`config.mk`:
```
export PLATFORM = sky130hd
export DESIGN_NAME = bit_count_ctrl_flat
export DESIGN_NICKNAME = d
export VERILOG_FILES = /design/src/rtl/bit_count_ctrl_if.sv /design/src/rtl/bit_count_ctrl.sv /design/src/flat_wrapper.sv
export SDC_FILE = /design/constraint.sdc
export NUM_CORES = 1
export LEC_CHECK = 0
export CELL_PAD_IN_SITES_DETAIL_PLACEMENT = 0
export CELL_PAD_IN_SITES_GLOBAL_PLACEMENT = 2
export CORE_UTILIZATION = 31
export DETAILED_ROUTE_END_ITERATION = 7
export PLACE_DENSITY_LB_ADDON = 0.1
export SYNTH_ARGS = -nofsm -noshare
export SYNTH_HDL_FRONTEND = slang
export SYNTH_SLANG_ARGS = --single-unit
```
`constraint.sdc`:
```
create_clock -name clk -period 2.1 [get_ports clk]
set_clock_uncertainty 0.1 [all_clocks]
set_input_delay 0.63 -clock clk [delete_from_list [all_inputs] [get_ports clk]]
set_output_delay 0.63 -clock clk [all_outputs]
set_load 0.02 [all_outputs]
```
`src/rtl/bit_count_ctrl_if.sv`:
```
// Request/response bundle for the bit-count controller.
// The master drives the op request and flush; the slave returns status and result.
interface bit_count_ctrl_if;
    logic        start;
    logic [2:0]  op;
    logic [31:0] operand;
    logic        flush;
    logic        busy;
    logic        done;
    logic [31:0] result;

    modport master (
        output start, op, operand, flush,
        input  busy, done, result
    );

    modport slave (
        input  start, op, operand, flush,
        output busy, done, result
    );
endinterface

```
`src/rtl/bit_count_ctrl.sv`:
```
// Bit-serial population count and leading/trailing zero/one counter.
// One bit of the scan register is examined per RUN cycle; the result is published on entry to DONE.
module bit_count_ctrl #(
    parameter bit EARLY_EXIT = 1'b1
) (
    input  logic             clk,
    input  logic             reset,
    bit_count_ctrl_if.slave  bus
);

    localparam int unsigned W  = 32;
    localparam int unsigned CW = 6;
    localparam int unsigned SW = 5;

    localparam logic [1:0] S_IDLE = 2'd0;
    localparam logic [1:0] S_RUN  = 2'd1;
    localparam logic [1:0] S_DONE = 2'd2;

    localparam logic [2:0] OP_POP = 3'd0;
    localparam logic [2:0] OP_CLZ = 3'd1;
    localparam logic [2:0] OP_CLO = 3'd2;
    localparam logic [2:0] OP_CTZ = 3'd3;
    localparam logic [2:0] OP_CTO = 3'd4;

    logic [1:0]    state_q, state_d;
    logic [2:0]    op_q;
    logic [W-1:0]  scan_q;
    logic [W-1:0]  operand_rev;
    logic [CW-1:0] cnt_q;
    logic [CW-1:0] cnt_inc;
    logic [CW-1:0] res_q;
    logic [CW-1:0] res_d;
    logic [SW-1:0] step_q;
    logic          stop_q;
    logic          busy_q;
    logic          done_q;

    logic          load;
    logic          step_en;
    logic          res_load;
    logic          op_valid;
    logic          bit0;
    logic          match;
    logic          hit;
    logic          term;
    logic          last;

    // Leading-count ops scan the bit-reversed word so every op walks from bit 0 upward.
    always_comb begin
        operand_rev = '0;
        for (int unsigned i = 0; i < W; i++) begin
            operand_rev[i] = bus.operand[W-1-i];
        end
    end

    // Per-step evaluation of the examined bit.
    always_comb begin
        bit0     = scan_q[0];
        match    = ((op_q == OP_CLZ) || (op_q == OP_CTZ)) ? ~bit0 : bit0;
        hit      = (op_q == OP_POP) ? bit0 : (match & ~stop_q);
        term     = (op_q != OP_POP) & ~match & ~stop_q;
        cnt_inc  = cnt_q + CW'(hit);
        last     = (step_q == SW'(W - 1)) | (EARLY_EXIT && term);
        op_valid = (bus.op <= OP_CTO);
    end

    // Next-state and datapath control.
    always_comb begin
        state_d  = state_q;
        load     = 1'b0;
        step_en  = 1'b0;
        res_load = 1'b0;
        res_d    = cnt_inc;
        case (state_q)
            S_IDLE, S_DONE: begin
                if (bus.start) begin
                    if (op_valid) begin
                        load    = 1'b1;
                        state_d = S_RUN;
                    end else begin
                        res_load = 1'b1;
                        res_d    = '0;
                        state_d  = S_DONE;
                    end
                end else begin
                    state_d = S_IDLE;
                end
            end
            S_RUN: begin
                // Flush wins over a step that would otherwise complete the op.
                if (bus.flush) begin
                    state_d = S_IDLE;
                end else begin
                    step_en = 1'b1;
                    if (last) begin
                        res_load = 1'b1;
                        state_d  = S_DONE;
                    end
                end
            end
            default: state_d = S_IDLE;
        endcase
    end

    always_ff @(posedge clk or negedge reset) begin
        if (!reset) begin
            state_q <= S_IDLE;
            busy_q  <= 1'b0;
            done_q  <= 1'b0;
        end else begin
            state_q <= state_d;
            busy_q  <= (state_d == S_RUN);
            done_q  <= (state_d == S_DONE);
        end
    end

    // Scan register, counters and published result.
    always_ff @(posedge clk or negedge reset) begin
        if (!reset) begin
            op_q   <= OP_POP;
            scan_q <= '0;
            cnt_q  <= '0;
            step_q <= '0;
            stop_q <= 1'b0;
            res_q  <= '0;
        end else begin
            if (load) begin
                op_q   <= bus.op;
                scan_q <= ((bus.op == OP_CLZ) || (bus.op == OP_CLO)) ? operand_rev : bus.operand;
                cnt_q  <= '0;
                step_q <= '0;
                stop_q <= 1'b0;
            end else if (step_en) begin
                scan_q <= scan_q >> 1;
                cnt_q  <= cnt_inc;
                step_q <= step_q + SW'(1);
                stop_q <= stop_q | term;
            end
            if (res_load) begin
                res_q <= res_d;
            end
        end
    end

    assign bus.busy   = busy_q;
    assign bus.done   = done_q;
    assign bus.result = {{(W-CW){1'b0}}, res_q};

endmodule

```
`src/flat_wrapper.sv`:
```
// flat-port wrapper written by rule: the top's interface ports become plain ports
module bit_count_ctrl_flat 
#(
    parameter bit EARLY_EXIT = 1'b1
)
  (clk, reset, bus_start, bus_op, bus_operand, bus_flush, bus_busy, bus_done, bus_result);
  bit_count_ctrl_if bus_i ();
  input  logic clk;
  input  logic reset;
  input wire logic [$bits(bus_i.start)-1:0] bus_start;
  input wire logic [$bits(bus_i.op)-1:0] bus_op;
  input wire logic [$bits(bus_i.operand)-1:0] bus_operand;
  input wire logic [$bits(bus_i.flush)-1:0] bus_flush;
  output wire logic [$bits(bus_i.busy)-1:0] bus_busy;
  output wire logic [$bits(bus_i.done)-1:0] bus_done;
  output wire logic [$bits(bus_i.result)-1:0] bus_result;
  assign bus_i.start = bus_start;
  assign bus_i.op = bus_op;
  assign bus_i.operand = bus_operand;
  assign bus_i.flush = bus_flush;
  assign bus_busy = bus_i.busy;
  assign bus_done = bus_i.done;
  assign bus_result = bus_i.result;
  bit_count_ctrl #(.EARLY_EXIT(EARLY_EXIT)) u_core (.clk(clk), .reset(reset), .bus(bus_i));
endmodule
```
**After elaboration in Yosys (flattened, before gate mapping)**

Cells that the tools add are included.

- Add/sub/neg operators: 2
- Multiply operators: 0
- Divide/modulo/power cells: 0
- $lt $le $gt $ge: 1
- Equal/unequal tests: 9
- Shift operators: 0
- Muxes and demuxes: 29
- Bitwise gates (word level): 8
- Reduce and logical (&&, ||, !) cells: 7

Operators with widths:

| kind | number |
|---|---|
| two-way mux 32 bit | 3 |
| two-way mux 6 bit | 5 |
| two-way mux 1 bit | 13 |
| two-way mux 5 bit | 2 |
| two-way mux 2 bit | 4 |
| adder 6 x 1 -> 6 bit | 1 |
| equality test 3 x 1 -> 1 bit, second input constant | 2 |
| equality test 3 x 2 -> 1 bit, second input constant | 2 |
| adder 5 x 1 -> 5 bit, second input constant | 1 |
| equality test 5 bit, second input constant | 1 |
| equality test 2 x 1 -> 1 bit, second input constant | 2 |
| equality test 2 bit, second input constant | 2 |
| one-hot mux 2 bit (2 select lines) | 1 |
| bitwise AND 1 bit | 3 |
| <= comparator 3 bit, second input constant | 1 |
| zero test 3 bit | 1 |
| NOT 1 bit | 3 |
| nonzero test 3 bit | 1 |
| zero test 2 bit | 1 |
| logical OR 1 bit | 2 |
| OR 1 bit | 2 |
| one-hot mux 1 bit (2 select lines) | 1 |
| nonzero test 2 bit | 1 |
| OR reduction 2 bit | 1 |

- Register bits: 57
- Bits in latches: 0
- Memory bits (writable): 0
- Memory bits (read-only): 0
- Bits of input ports: 39
- Output and inout bits: 34
- Word-level logic and storage cells: 65
- Memories: 0

**Logic depth before layout (Yosys ltp)**

Gate-level depths: netlist of the first run.

- Depth in word-level cells: 11
- Depth in mapped cells: 8
- Gate-level depth less buffers: 8

**Worst setup path after synthesis of the first run**

OpenSTA, ideal clock, no wires.

- Kind: input port to flip-flop
- From: in bus_flush
- To: reg u_core.scan_q[24]
- Library setup time: 0.124 ns
- Arrival time: 1.704 ns
- Required time: 1.876 ns
- Setup slack: 0.172 ns
- Cell stages on the path: 5
- Path buffers: 2
- Cells stage by stage: or3b_1 -> clkbuf_1 -> buf_2 -> and3_1 -> a211o_1

- Word-level cells in the longest chain between the ends: 3

Ends and longest elaborated chain:

| item | RTL line | RTL |
|---|---|---|
| start, declared | flat_wrapper.sv:13 | `input wire logic [$bits(bus_i.flush)-1:0] bus_flush;` |
| two-way mux 1 bit | bit_count_ctrl.sv:91 | `if (bus.flush) begin` |
| two-way mux 1 bit | bit_count_ctrl.sv:74 | `case (state_q)` |
| nonzero test 2 bit (no source line) | n/a |  |
| end signal, assigned | bit_count_ctrl.sv:129 | `scan_q <= ((bus.op == OP_CLZ) \|\| (bus.op == OP_CLO)) ? operand_rev : bus.operand;` |
| end signal, assigned | bit_count_ctrl.sv:134 | `scan_q <= scan_q >> 1;` |
| end, declared | bit_count_ctrl.sv:27 | `logic [W-1:0] scan_q;` |

No other way between the ends.
A chain may end at the register's enable or synchronous reset.

**Worst setup path after layout of the first run**

- From: in bus_op[1]
- To: reg u_core.scan_q[14]

- Word-level cells in the longest chain between the ends: 5
- Elaborated cells between the ends (all ways): 10
- Those cells by class: order compare: 1; eq/ne: 2; mux: 5; reduce/logical: 2

Ends and longest elaborated chain:

| item | RTL line | RTL |
|---|---|---|
| start, declared | flat_wrapper.sv:11 | `input wire logic [$bits(bus_i.op)-1:0] bus_op;` |
| <= comparator 3 bit | bit_count_ctrl.sv:64 | `op_valid = (bus.op <= OP_CTO);` |
| two-way mux 1 bit | bit_count_ctrl.sv:77 | `if (op_valid) begin` |
| two-way mux 1 bit | bit_count_ctrl.sv:76 | `if (bus.start) begin` |
| two-way mux 1 bit | bit_count_ctrl.sv:74 |  |
| two-way mux 32 bit / nonzero test 2 bit (equally long branches) | n/a |  |

Parallel ways exist; a longest one is shown, timed or not.

==> results of run 1 <==
==> cells by family (layout without fill, tap and decap cells) <==
| kind of cell | Yosys count | count (layout) | synth area share (%) |
|---|---|---|---|
| and+or+nand+nor | 75 | 75 | 10.9 |
| DFF | 57 | 57 | 42.7 |
| adders and majority gates | 4 | 4 | 1.50 |
| xor gates and xnor gates | 7 | 7 | 2.06 |
| AOI/OAI and AO/OA | 98 | 98 | 21.0 |
| muxes | 39 | 39 | 12.2 |
| buffers and inverters | 55 | 104 | 9.59 |
| other | 1 | 26 | 0.112 |
==> cells in the mapped netlist (all sizes together) (4+ instances only) <==
master,instances,area (sq um)
dfrtp,57,1430
buf,41,268
nand2,37,139
mux2i,26,260
o21ai,25,125
o221ai,18,158
a21oi,15,78.8
and3,14,87.6
a211o,13,114
a32oi,13,114
mux2,13,146
clkbuf,11,41.3
nor2,8,37.5
nand3,6,30.0
xor2,5,43.8
ha,4,50.1
==> report_power, final <==
group / total (mW) / switching (mW) / internal (mW)
clock: 1.08 / 0.438 / 0.645
combinational: 1.29 / 0.641 / 0.652
sequential: 1.68 / 0.238 / 1.45
total: 4.06 / 1.32 / 2.74
==> critical path: stages <==
cell and delay (ns):
clkdlybuf4s50_1 0.46, or2_4 0.27, a21o_1 0.22, buf_12 0.16, and3_1 0.18, a211o_1 0.27
==> cell usage in the layout, fill, tap and decap left out, types with 2 or more instances in the layout <==
| cell type | netlist | final |
|---|---|---|
| dfrtp_1 | 57 | 57 |
| clkdlybuf4s50_1 | 0 | 44 |
| nand2_1 | 37 | 37 |
| buf_4 | 26 | 32 |
| mux2i_1 | 26 | 26 |
| conb_1 | 1 | 26 |
| o221ai_1 | 18 | 18 |
| o21ai_0 | 18 | 17 |
| and3_1 | 14 | 14 |
| a21oi_1 | 14 | 14 |
| mux2_2 | 13 | 13 |
| a32oi_1 | 13 | 13 |
| a211o_1 | 13 | 13 |
| clkbuf_8 | 0 | 12 |
| o21ai_1 | 7 | 7 |
| nor2_1 | 7 | 7 |
| nand3_1 | 6 | 6 |
| xor2_1 | 5 | 5 |
| buf_12 | 0 | 5 |
| inv_1 | 3 | 3 |
| o22ai_1 | 3 | 3 |
| ha_1 | 4 | 3 |
| nand2b_1 | 3 | 2 |
| o31ai_1 | 3 | 2 |
| clkbuf_1 | 11 | 2 |
==> final cells by class <==
cell class	instances	share of cell area [%]
multi-input cells	249	39.4
flip-flops and latches	57	32.6
repair buffers	85	19.1
clock buffers	14	3.95
well taps	136	3.89
clock inverters	2	0.801
inverters	3	0.257
==> worst paths after layout <==
check | slack, ns | depth (start not counted) | startpoint | endpoint
min in group clk | 0.39 | 1 | u_core.scan_q[7] | u_core.scan_q[6]
worst max register to register | 0.11 | 8 | u_core.stop_q | u_core.res_q[5]
worst min register to register | 0.39 | 1 | u_core.scan_q[7] | u_core.scan_q[6]
worst max-delay path | 0.03 | 6 | bus_op[1] | u_core.scan_q[14]
worst min-delay path | 0.19 | 2 | reset | u_core.op_q[0]
max in group asynchronous | 1.43 | 2 | reset | u_core.scan_q[7]
==> metal layers <==
metal	vias to the layer above	share of wire, %
met4	0	1.2
met3	9	3.2
met5	-	0
met1	1390	49
met2	67	47
li1	1331	-
==> timing repair <==
action,CTS,global route
cloned,0,1
gates resized for setup,2,9
pin swaps,0,2
setup endpoints to repair,6,10
buffers inserted,0,0
==> registers in the layout, summed over array words and instances, names as in the netlist <==
name and cells:
u_core.scan_q 32, u_core.cnt_q 6, u_core.res_q 6, u_core.step_q 5
u_core.op_q 3, u_core.state_q 2, u_core.bus.busy 1, u_core.bus.done 1
u_core.stop_q 1
==> metrics by stage <==
| stage | TNS (ns) | area (sq um) |
|---|---|---|
| finish | 0 | 4380 |
| global route | 0 | 4380 |
| detailed placement | -13.67 | 4100 |
| CTS | 0 | 4320 |
| floorplan | 0 | 3430 |
| global placement | -13.75 | 4100 |
==> impl_metrics.tcl, run 1 <==
set metrics [dict create \
    status "complete, no violations" \
    rsz0062_at_grt "false" \
    clock_sinks 57 \
    p_per_area_mw_per_mm2 928 \
    total_power_mw 4.06 \
    num_rows 37 \
    globalRouteTotalUtil_pct 16.9 \
    dr.pass1.iters 4 \
    cts_buffer_depth 2 \
    via_per_inst 5.12 \
    yosysWarningCount 0 \
    synth_edf_count 0 \
    clkLatencyLatePin_ns 0.33 \
    start_util_pct 32.2 \
    htree_levels 3 \
    io_pins 73 \
    period_share_pct 98.3 \
    crit_arrival_ns 2.18 \
    wl_per_cell_microns 16.8 \
    clk_pin_slew_ns 0.06 \
    finalHoldViolations 0 \
    chipHeight_microns 106 \
    ant_nets 0 \
    syn-cell-area_sq_mm 0.00334 \
    cts-root-buf "clkbuf_8" \
    final-setup-viol-count 0 \
    grt_max_degree 58 \
    wirelength_microns 9180 \
    min_period_ns 2.07 \
    antenna_found_initial 0 \
    synthFlopType "dfrtp_1" \
    grt_use_met1_pct 23.7 \
    ff_latch_area_sq_mm 0.00143 \
    cts_tree "yes" \
    numCtsBuffers 9 \
    initialDrtViolationCount 83 \
    max_cap_violations 0 \
    worst_slack_ns 0.0348 \
    path_max_fanout 16 \
    worstPathRequired_ns 2.21 \
    fillCellCount 1022 \
    synth.distinct_cells 42 \
    grt_first_pass_wirelength_microns 14500 \
    ys_seq_area_share_pct 42.7 \
    cp-start-kind "input pin" \
    placed_cells 529 \
    die_w_microns 106 \
    ys_seq_elements 57 \
    leakage_nw 2.09 \
    vias 2797 \
    hold_buffers 0 \
    async_flop_share_pct 100 \
    gp_congestion 0.726 \
    core_sq_mm 0.0104 \
    hold_class "input pin to async pin" \
    die_area_sq_mm 0.0112 \
    port_buffers 46 \
    drcViolationCount 0 \
    grt_pass1_vias 2665 \
    path_class "input pin to flop" \
    met3_usage_pct 4.51 \
    hold_slack_ns 0.187 \
    syn_to_final_growth_pct 31.0 \
    synth.avg_cell_area_sq_um 9.94 \
    dp_slack_ns -0.350 \
    layout-drive-gt1-share_pct 19.3 \
    fmax_ghz 0.484 \
    multiInputGateArea_sq_mm 0.00173 \
    fin_cells 546 \
    grt_busiest_layer "met2" \
    place_hpwl_microns 6080 \
    finish.utilization_pct 42.2 \
    netlist_instances 336 \
    nNetsFinal 448 \
    grt_overflow 0 \
    ir_worst_vdd_uv 323 \
    grt_util_met2_pct 25.9 \
    report.final.slew_viol_count 0 \
    num_antenna_cells 0 \
    worstSetupEndpointType "flop" \
]
No activity file was read; power rests on OpenSTA's default activity.
==> run 2: changes to the inputs <==
--- a/config.mk
+++ b/config.mk
@@ -10,6 +10,8 @@
 export CORE_UTILIZATION = 31
 export DETAILED_ROUTE_END_ITERATION = 7
 export PLACE_DENSITY_LB_ADDON = 0.1
+export RECOVER_POWER = 25
 export SYNTH_ARGS = -nofsm -noshare
 export SYNTH_HDL_FRONTEND = slang
 export SYNTH_SLANG_ARGS = --single-unit
+export TNS_END_PERCENT = 1
==> impl_metrics.tcl, run 2 (synthesis results as in run 1) <==
set metrics [dict create \
    num_rows 37 \
    initialDrtViolationCount 81 \
    start_util_pct 32.2 \
    cts_tree "yes" \
    port_buffers 46 \
    r2r_cells 8 \
    dp_slack_ns -0.350 \
    p_per_area_mw_per_mm2 931 \
    switchingPower_mw 1.32 \
    drcViolationCount 0 \
    cp-start-kind "input pin" \
    clock_sinks 57 \
    slew-limit-headroom_pct 0.812 \
    max_cap_violations 0 \
    r2r_slack_ns 0.11 \
    numCtsBuffers 9 \
    grt_max_degree 58 \
    fmax_ghz 0.486 \
    wirelength_microns 9200 \
    mostFrequentLayoutCells "dfrtp_1, clkdlybuf4s50_1, nand2_1, buf_4" \
    dr.pass1.iters 4 \
    globalRouteTotalUtil_pct 16.9 \
    period_share_pct 98.1 \
    sequentialPowerShare_pct 41.5 \
    htree_levels 3 \
    top_regs "u_core.scan_q (32), u_core.cnt_q (6), u_core.res_q (6)" \
    crit_arrival_ns 2.18 \
    path_class "input pin to flop" \
    path_max_fanout 16 \
    core_sq_mm 0.0104 \
    clkLatencyLatePin_ns 0.34 \
    grt_pass1_vias 2665 \
    cpMaxStageDelayCell "clkdlybuf4s50_1" \
    worst_slack_ns 0.0403 \
    nNetsFinal 448 \
    finalHoldViolations 0 \
    cts_buffer_depth 2 \
    ant_nets 0 \
    swShare_pct 32.5 \
    rsz0062_at_grt "false" \
    met3_wirelength_microns 333 \
    ir_worst_vdd_uv 323 \
    hold_depth 1 \
    min_period_ns 2.06 \
    via_per_inst 5.13 \
    p_comb_share_pct 31.7 \
    clk_pin_slew_ns 0.07 \
    crit_chain "clkdlybuf4s50_1 > or2_4 > a21o_1 > buf_12 > and3_1 > a211o_1" \
    fillCellCount 1024 \
    worstPathRequired_ns 2.22 \
    place_hpwl_microns 6080 \
    grt_first_pass_wirelength_microns 14500 \
    die_area_sq_mm 0.0112 \
    layout-drive-gt1-share_pct 19.3 \
    wl_per_cell_microns 16.8 \
    vias 2802 \
    slowest_delay_ns 0.46 \
    io_pins 73 \
    finish.utilization_pct 42.0 \
    largest_register_ffs 32 \
    syn_to_final_growth_pct 30.5 \
    cts-root-buf "clkbuf_8" \
    maxUsedRoutingLayer "met4" \
    gp_congestion 0.726 \
    num_antenna_cells 0 \
    tightestPinTransition_ns 1.49 \
    grt_overflow 0 \
    final-setup-viol-count 0 \
    power.share.clock_pct 26.8 \
    route.met2.wl_microns 4300 \
    regMostFlops "u_core.scan_q" \
    antenna_found_initial 0 \
    internal_power_mw 2.74 \
    layout.cells.most_common "dfrtp_1" \
    worstSetupEndpointType "flop" \
    report.final.slew_viol_count 0 \
    die_w_microns 106 \
    leakage_nw 2.08 \
    hold_class "flop to flop" \
    met1Wirelength_microns 4460 \
    chipHeight_microns 106 \
    status "complete, no violations" \
]
run 2: cell types whose count changed in the layout (fill, tap and decap cells not counted), sizes merged:
cell,previous run,this run
buf,39,38
clkbuf,15,16
run 2: power by group through the flow:
stage / clock network [mW] / logic (mW) / registers, mW
after floorplan: 0 / 0.814 / 1.64
after global placement: 0 / 1.23 / 1.69
after detailed placement: 0 / 1.25 / 1.69
after CTS: 1.13 / 1.27 / 1.67
after global routing: 1.18 / 1.43 / 1.73
final: 1.09 / 1.29 / 1.68
run 2: per-layer routing:
| metal | vias up | global-route usage (%) |
|---|---|---|
| li1 | 1334 | - |
| met1 | 1385 | 23.7 |
| met2 | 74 | 25.9 |
| met3 | 9 | 4.51 |
| met4 | 0 | 4.07 |
| met5 | - | 0 |
run 2: worst paths after layout:
check | from | end
hold / removal | u_core.scan_q[7] | u_core.scan_q[6]
min in group asynchronous | reset | u_core.op_q[0]
setup / recovery | bus_op[1] | u_core.scan_q[14]
max in group asynchronous | reset | u_core.scan_q[7]
hold reg to reg | u_core.scan_q[7] | u_core.scan_q[6]
setup reg to reg | u_core.stop_q | u_core.res_q[5]
run 2: timing repair:
item / 4_1_cts / 5_1_grt
hold buffers: 0 / 0
cloned: 0 / 1
resized for setup: 2 / 9
setup endpoints to repair: 6 / 10
pin swaps: 0 / 2
setup buffers: 0 / 0
run 2: worst max-delay path, delay by kind of cell:
family / cells / cell delay (ns)
buf+inv: 2 / 0.62
compound gates: 2 / 0.49
simple gates: 2 / 0.45
run 2: cell type report:
| class | count | area [sq um] | area share, % |
|---|---|---|---|
| clock buffer | 14 | 173 | 3.96 |
| clock inverter | 2 | 35.0 | 0.803 |
| inverter | 3 | 11.3 | 0.258 |
| multi-input combinational | 249 | 1730 | 39.6 |
| sequential | 57 | 1430 | 32.7 |
| tap | 136 | 170 | 3.90 |
| timing repair buffer | 85 | 820 | 18.8 |
run 2: per-stage QoR:
stage               setup TNS, ns  power [mW]  hold WS, ns  area (sq um)  instances
floorplan                       0        2.46        0.234          3430        361
global placement           -13.75        2.92        0.370          4100        529
detailed placement         -13.67        2.94        0.375          4100        529
CTS                             0        4.08        0.195          4320        545
global route                    0        4.34        0.408          4360        546
finish                          0        4.06        0.385          4360        546
